==> src/rtl/biquad_pkg.sv <==
// Shared constants and FSM state type for the biquad coefficient loader.
// Address map: b0, b1, b2, a1, a2 at 0-4.
package biquad_pkg;

  localparam int NUM_COEF = 5;

  localparam int ADDR_B0 = 0;
  localparam int ADDR_B1 = 1;
  localparam int ADDR_B2 = 2;
  localparam int ADDR_A1 = 3;
  localparam int ADDR_A2 = 4;

  typedef enum logic {
    ST_IDLE,
    ST_PENDING
  } state_t;

endpackage

==> src/rtl/biquad_coef_bank.sv <==
// Five-entry coefficient register bank with single-entry write and bulk load.
// Bulk load takes priority over the single-entry write.
module biquad_coef_bank
  import biquad_pkg::*;
#(
  parameter int W  = 16,
  parameter int AW = 3
) (
  input  logic                  clk,
  input  logic                  reset,
  input  logic                  i_we,
  input  logic [AW-1:0]         i_waddr,
  input  logic [W-1:0]          i_wdata,
  input  logic                  i_load,
  input  logic [NUM_COEF*W-1:0] i_ldata,
  output logic [NUM_COEF*W-1:0] o_data
);

  logic [W-1:0] r_mem [NUM_COEF];

  always_ff @(posedge clk or negedge reset) begin
    if (!reset) begin
      for (int i = 0; i < NUM_COEF; i++)
        r_mem[i] <= '0;
    end else if (i_load) begin
      for (int i = 0; i < NUM_COEF; i++)
        r_mem[i] <= i_ldata[i*W +: W];
    end else if (i_we) begin
      for (int i = 0; i < NUM_COEF; i++)
        if (32'(i_waddr) == i)
          r_mem[i] <= i_wdata;
    end
  end

  always_comb begin
    o_data = '0;
    for (int i = 0; i < NUM_COEF; i++)
      o_data[i*W +: W] = r_mem[i];
  end

endmodule

==> src/rtl/biquad_coef_loader.sv <==
// Double-buffered biquad coefficient loader: writes go to a shadow bank,
// a commit swaps them into the active bank on the next sample tick.
// Optional readback of the shadow bank: define BIQUAD_COEF_READBACK_EN.
module biquad_coef_loader
  import biquad_pkg::*;
#(
  parameter int W  = 16,
  parameter int AW = 3
) (
  input  logic          clk,
  input  logic          reset,
  input  logic          wr_valid,
  output logic          wr_ready,
  input  logic [AW-1:0] wr_addr,
  input  logic [W-1:0]  wr_data,
  input  logic          commit,
  input  logic          sample_tick,
  output logic [W-1:0]  b0,
  output logic [W-1:0]  b1,
  output logic [W-1:0]  b2,
  output logic [W-1:0]  a1,
  output logic [W-1:0]  a2,
  output logic          busy,
`ifdef BIQUAD_COEF_READBACK_EN
  input  logic [AW-1:0] rd_addr,
  output logic [W-1:0]  rd_data,
`endif
  output logic          err
);

  state_t r_state;
  state_t w_next;

  logic w_swap;
  logic w_acc;
  logic w_addr_ok;
  logic w_we;
  logic r_err;

  logic [NUM_COEF*W-1:0] w_shadow;
  logic [NUM_COEF*W-1:0] w_active;

  always_ff @(posedge clk or negedge reset) begin
    if (!reset) r_state <= ST_IDLE;
    else        r_state <= w_next;
  end

  always_comb begin
    w_next   = r_state;
    wr_ready = 1'b0;
    busy     = 1'b0;
    w_swap   = 1'b0;
    unique case (r_state)
      ST_IDLE: begin
        wr_ready = 1'b1;
        if (commit) w_next = ST_PENDING;
      end
      ST_PENDING: begin
        busy = 1'b1;
        if (sample_tick) begin
          w_swap = 1'b1;
          w_next = ST_IDLE;
        end
      end
      default: w_next = ST_IDLE;
    endcase
  end

  assign w_acc     = wr_valid & wr_ready;
  assign w_addr_ok = 32'(wr_addr) < NUM_COEF;
  assign w_we      = w_acc & w_addr_ok;

  // Sticky until reset: flags any accepted write outside the map.
  always_ff @(posedge clk or negedge reset) begin
    if (!reset) r_err <= 1'b0;
    else if (w_acc && !w_addr_ok) r_err <= 1'b1;
  end

  assign err = r_err;

  biquad_coef_bank #(.W(W), .AW(AW)) u_shadow (
    .clk     (clk),
    .reset   (reset),
    .i_we    (w_we),
    .i_waddr (wr_addr),
    .i_wdata (wr_data),
    .i_load  (1'b0),
    .i_ldata ('0),
    .o_data  (w_shadow)
  );

  biquad_coef_bank #(.W(W), .AW(AW)) u_active (
    .clk     (clk),
    .reset   (reset),
    .i_we    (1'b0),
    .i_waddr ('0),
    .i_wdata ('0),
    .i_load  (w_swap),
    .i_ldata (w_shadow),
    .o_data  (w_active)
  );

  assign b0 = w_active[ADDR_B0*W +: W];
  assign b1 = w_active[ADDR_B1*W +: W];
  assign b2 = w_active[ADDR_B2*W +: W];
  assign a1 = w_active[ADDR_A1*W +: W];
  assign a2 = w_active[ADDR_A2*W +: W];

`ifdef BIQUAD_COEF_READBACK_EN
  always_comb begin
    rd_data = '0;
    for (int i = 0; i < NUM_COEF; i++)
      if (32'(rd_addr) == i)
        rd_data = w_shadow[i*W +: W];
  end
`endif

endmodule

==> config.mk <==
export PLATFORM = sky130hd
export DESIGN_NAME = biquad_coef_loader
export DESIGN_NICKNAME = d
export VERILOG_FILES = /design/src/rtl/biquad_pkg.sv /design/src/rtl/biquad_coef_bank.sv /design/src/rtl/biquad_coef_loader.sv
export SDC_FILE = /design/constraint.sdc
export NUM_CORES = 1
export LEC_CHECK = 0
export CORE_ASPECT_RATIO = 1.25
export CORE_MARGIN = 8
export CORE_UTILIZATION = 28
export CTS_BUF_LIST = sky130_fd_sc_hd__clkbuf_8
export CTS_CLUSTER_SIZE = 28
export DETAILED_ROUTE_END_ITERATION = 12
export GPL_ROUTABILITY_DRIVEN = 0
export SYNTH_ARGS = -nofsm -noshare
export SYNTH_HDL_FRONTEND = slang
export SYNTH_SLANG_ARGS = --single-unit
==> constraint.sdc <==
create_clock -name clk -period 2.8 [get_ports clk]
set_input_delay 0.56 -clock clk [delete_from_list [all_inputs] [get_ports clk]]
set_output_delay 0.56 -clock clk [all_outputs]
set_load 0.03 [all_outputs]
==> flow_summary.toml <==
[run_status]
status = "finished clean"

[grt]
grt_max_degree = 79
grt_antenna_before_repair = 0
gr-total-overflow = 0
grt_pass1_vias = 3806
grt_util_all_layers_pct = 10.8
grt_pass1_wl_um = 22100

[logic_synthesis]
synth.area.top_cells = "dfrtp_1 67%, mux2_2 30%, buf_2 0.91%, buf_6 0.37%, nand3_2 0.33%"
seq_area_frac_synth_pct = 67.1
ys_ff_latch = 162
synth_top_cell_area_share_pct = 67.1
synth_most_common_cell = "dfrtp_1"
synthCells = 350
synth-edff-count = 0
yosysTopAreaCell = "dfrtp_1"
ys_types = 16
syn-mean-instance-area_um2 = 17.3
syn_area_um2 = 6040
yosysWarningCount = 0
ys.flop_type = "dfrtp_1"
mappedNetlistNets = 374
ys_async_sr_fraction_pct = 100
synth_common_cells = "162 x dfrtp_1, 160 x mux2_2, 11 x buf_2, 3 x nand2_1"

[layout]
syn_to_final_growth_pct = 30.5
post_layout_nonfiller_instances = 760
n_fill_cell = 2038
nets = 492
seq_area_um2 = 4050
diodes = 0
drive_above_1_share_pct = 42.6
multiInputGateArea_um2 = 1910

[worst_setup_path]
crit_start = "r_state"
end_kind = "output pin"
required_ps = 2240
r2r-start = "r_state"
critPathLaunchType = "flop"
arrival_ps = 1710
r2r_cells = 4
r2r_setup_slack_ps = 1040
path_class = "reg -> out"
r2r_end = "u_shadow.o_data[26]"
crit_path_end = "wr_ready"
worstPathMaxFanout = 5

[power]
p_leak_nw = 3.42
p_per_area_nw_per_um2 = 1140
ir_drop_mv = 0.503

[floorplan]
die-area_um2 = 26600
ios = 107
rows = 60
die-height_um = 180
die_x_um = 147
coreArea_um2 = 21400
start_util_pct = 28.2

[clock_network]
clk_pin_slew_ps = 90
holdBufCountCts = 0
post_cts_buffers = 0
cts_buffer_depth = 2
clock-sinks = 162
ctsResizeCount = 0
htreeDepth = 4
clock_latency_ps = 440
cts_tree = "done"
numCtsBuffers = 17
cts_root_buf = "clkbuf_8"

[sta]
hold_viol_final = 0
rsz0062_at_grt = "false"
drv_slew = 0
setup_viol = 0
max-slew-margin-rel_pct = 60.7
fin_tns_setup_ps = 0
final.period_utilization_pct = 81.1
post-route-worst-setup-slack_ps = 529
worst_pin_slew_ps = 587
max_freq_mhz = 440
period_needed_ps = 2270
skew_ps = 10.9

[detailed_routing]
ant_nets = 0
first_pass_iters = 4
drt_iter0_drc = 105
vias = 3320
route.detailed.drc = 0
wl_per_cell_um = 18.2
wl_um = 13800
vias_per_cell = 4.37

[placement]
hpwl_um = 9420
port_buffers = 106
post-place-ws_ps = 423
placed_cells = 728

[run]
cap_viol_max_count = 0

[worst_hold_path]
hold_class = "in -> async"
-- cells in the final DEF (no fill, tap or decap), drive strengths merged, types with 2 or more instances in the layout --
cell           netlist  routed
mux2               160     160
clkdlybuf4s50        0     105
bufinv               0       3
nand3                2       2
nand2                4       4
clkinv               0       7
clkbuf               0      19
inv                  1       3
dfrtp              162     162
buf                 14       8
-- how the worst min path moves through the flow --
| stage | from | endpoint | slack, ps | depth (start not counted) |
|---|---|---|---|---|
| global placement | err | err | 480 | 1 |
| finish | reset | u_active.o_data[72] | 50 | 1 |
| floorplan | reset | err | 260 | 0 |
| CTS | reset | u_active.o_data[72] | 40 | 1 |
| global route | reset | u_shadow.o_data[9] | 40 | 1 |
| detailed placement | err | err | 470 | 1 |
-- cells by family (layout without fill, tap and decap cells) --
| family | Yosys count | in the layout | synth area share (%) |
|---|---|---|---|
| compound gates | 2 | 2 | 0.207 |
| flops | 162 | 162 | 67.1 |
| buf+inv | 15 | 146 | 1.47 |
| simple gates | 11 | 11 | 1.43 |
| mux | 160 | 160 | 29.8 |
-- final cells by class --
type | count | share of cell area (%)
clock buffers | 19 | 3.31
well taps | 279 | 4.43
repair buffers | 113 | 14.6
inverters | 1 | 0.0476
flip-flops and latches | 162 | 51.4
multi-input cells | 173 | 24.2
clock inverters | 13 | 2.03
-- state kept, by name, indices dropped and copies added (netlist names) --
| signal | flops |
|---|---|
| err | 1 |
| r_state | 1 |
| u_active.o_data | 80 |
| u_shadow.o_data | 80 |
-- power by group --
group          leakage (nW)  switching, W  internal, W
sequential             1.98      0.000497      0.00325
clock                 0.217      0.000868     0.000930
combinational          1.23       0.00178      0.00167
-- metrics by stage --
stage / power (W) / cell area (um^2) / hold slack, ps / utilization [%]
after floorplan: 0.00568 / 6040 / 264 / -
after global placement: 0.00722 / 7470 / 478 / 34.9
after detailed placement: 0.00731 / 7470 / 469 / 34.9
after CTS: 0.00916 / 7890 / 35.5 / 36.9
after global routing: 0.00948 / 7890 / 42.4 / 36.9
final: 0.00898 / 7890 / 50.9 / 36.9
-- per-layer routing --
layer | up-vias | global-route usage (%) | wire, um
met5 | - | 0 | 0
met3 | 15 | 3.84 | 737
met1 | 1762 | 12.7 | 5910
met4 | 0 | 3.68 | 181
li1 | 1468 | - | -
met2 | 75 | 18.1 | 6990
-- critical path, cell delays in order (launching register included) --
cell and delay (ps):
dfrtp_1 480, inv_1 120, clkdlybuf4s50_1 680
(Power assumes the default switching activity.)
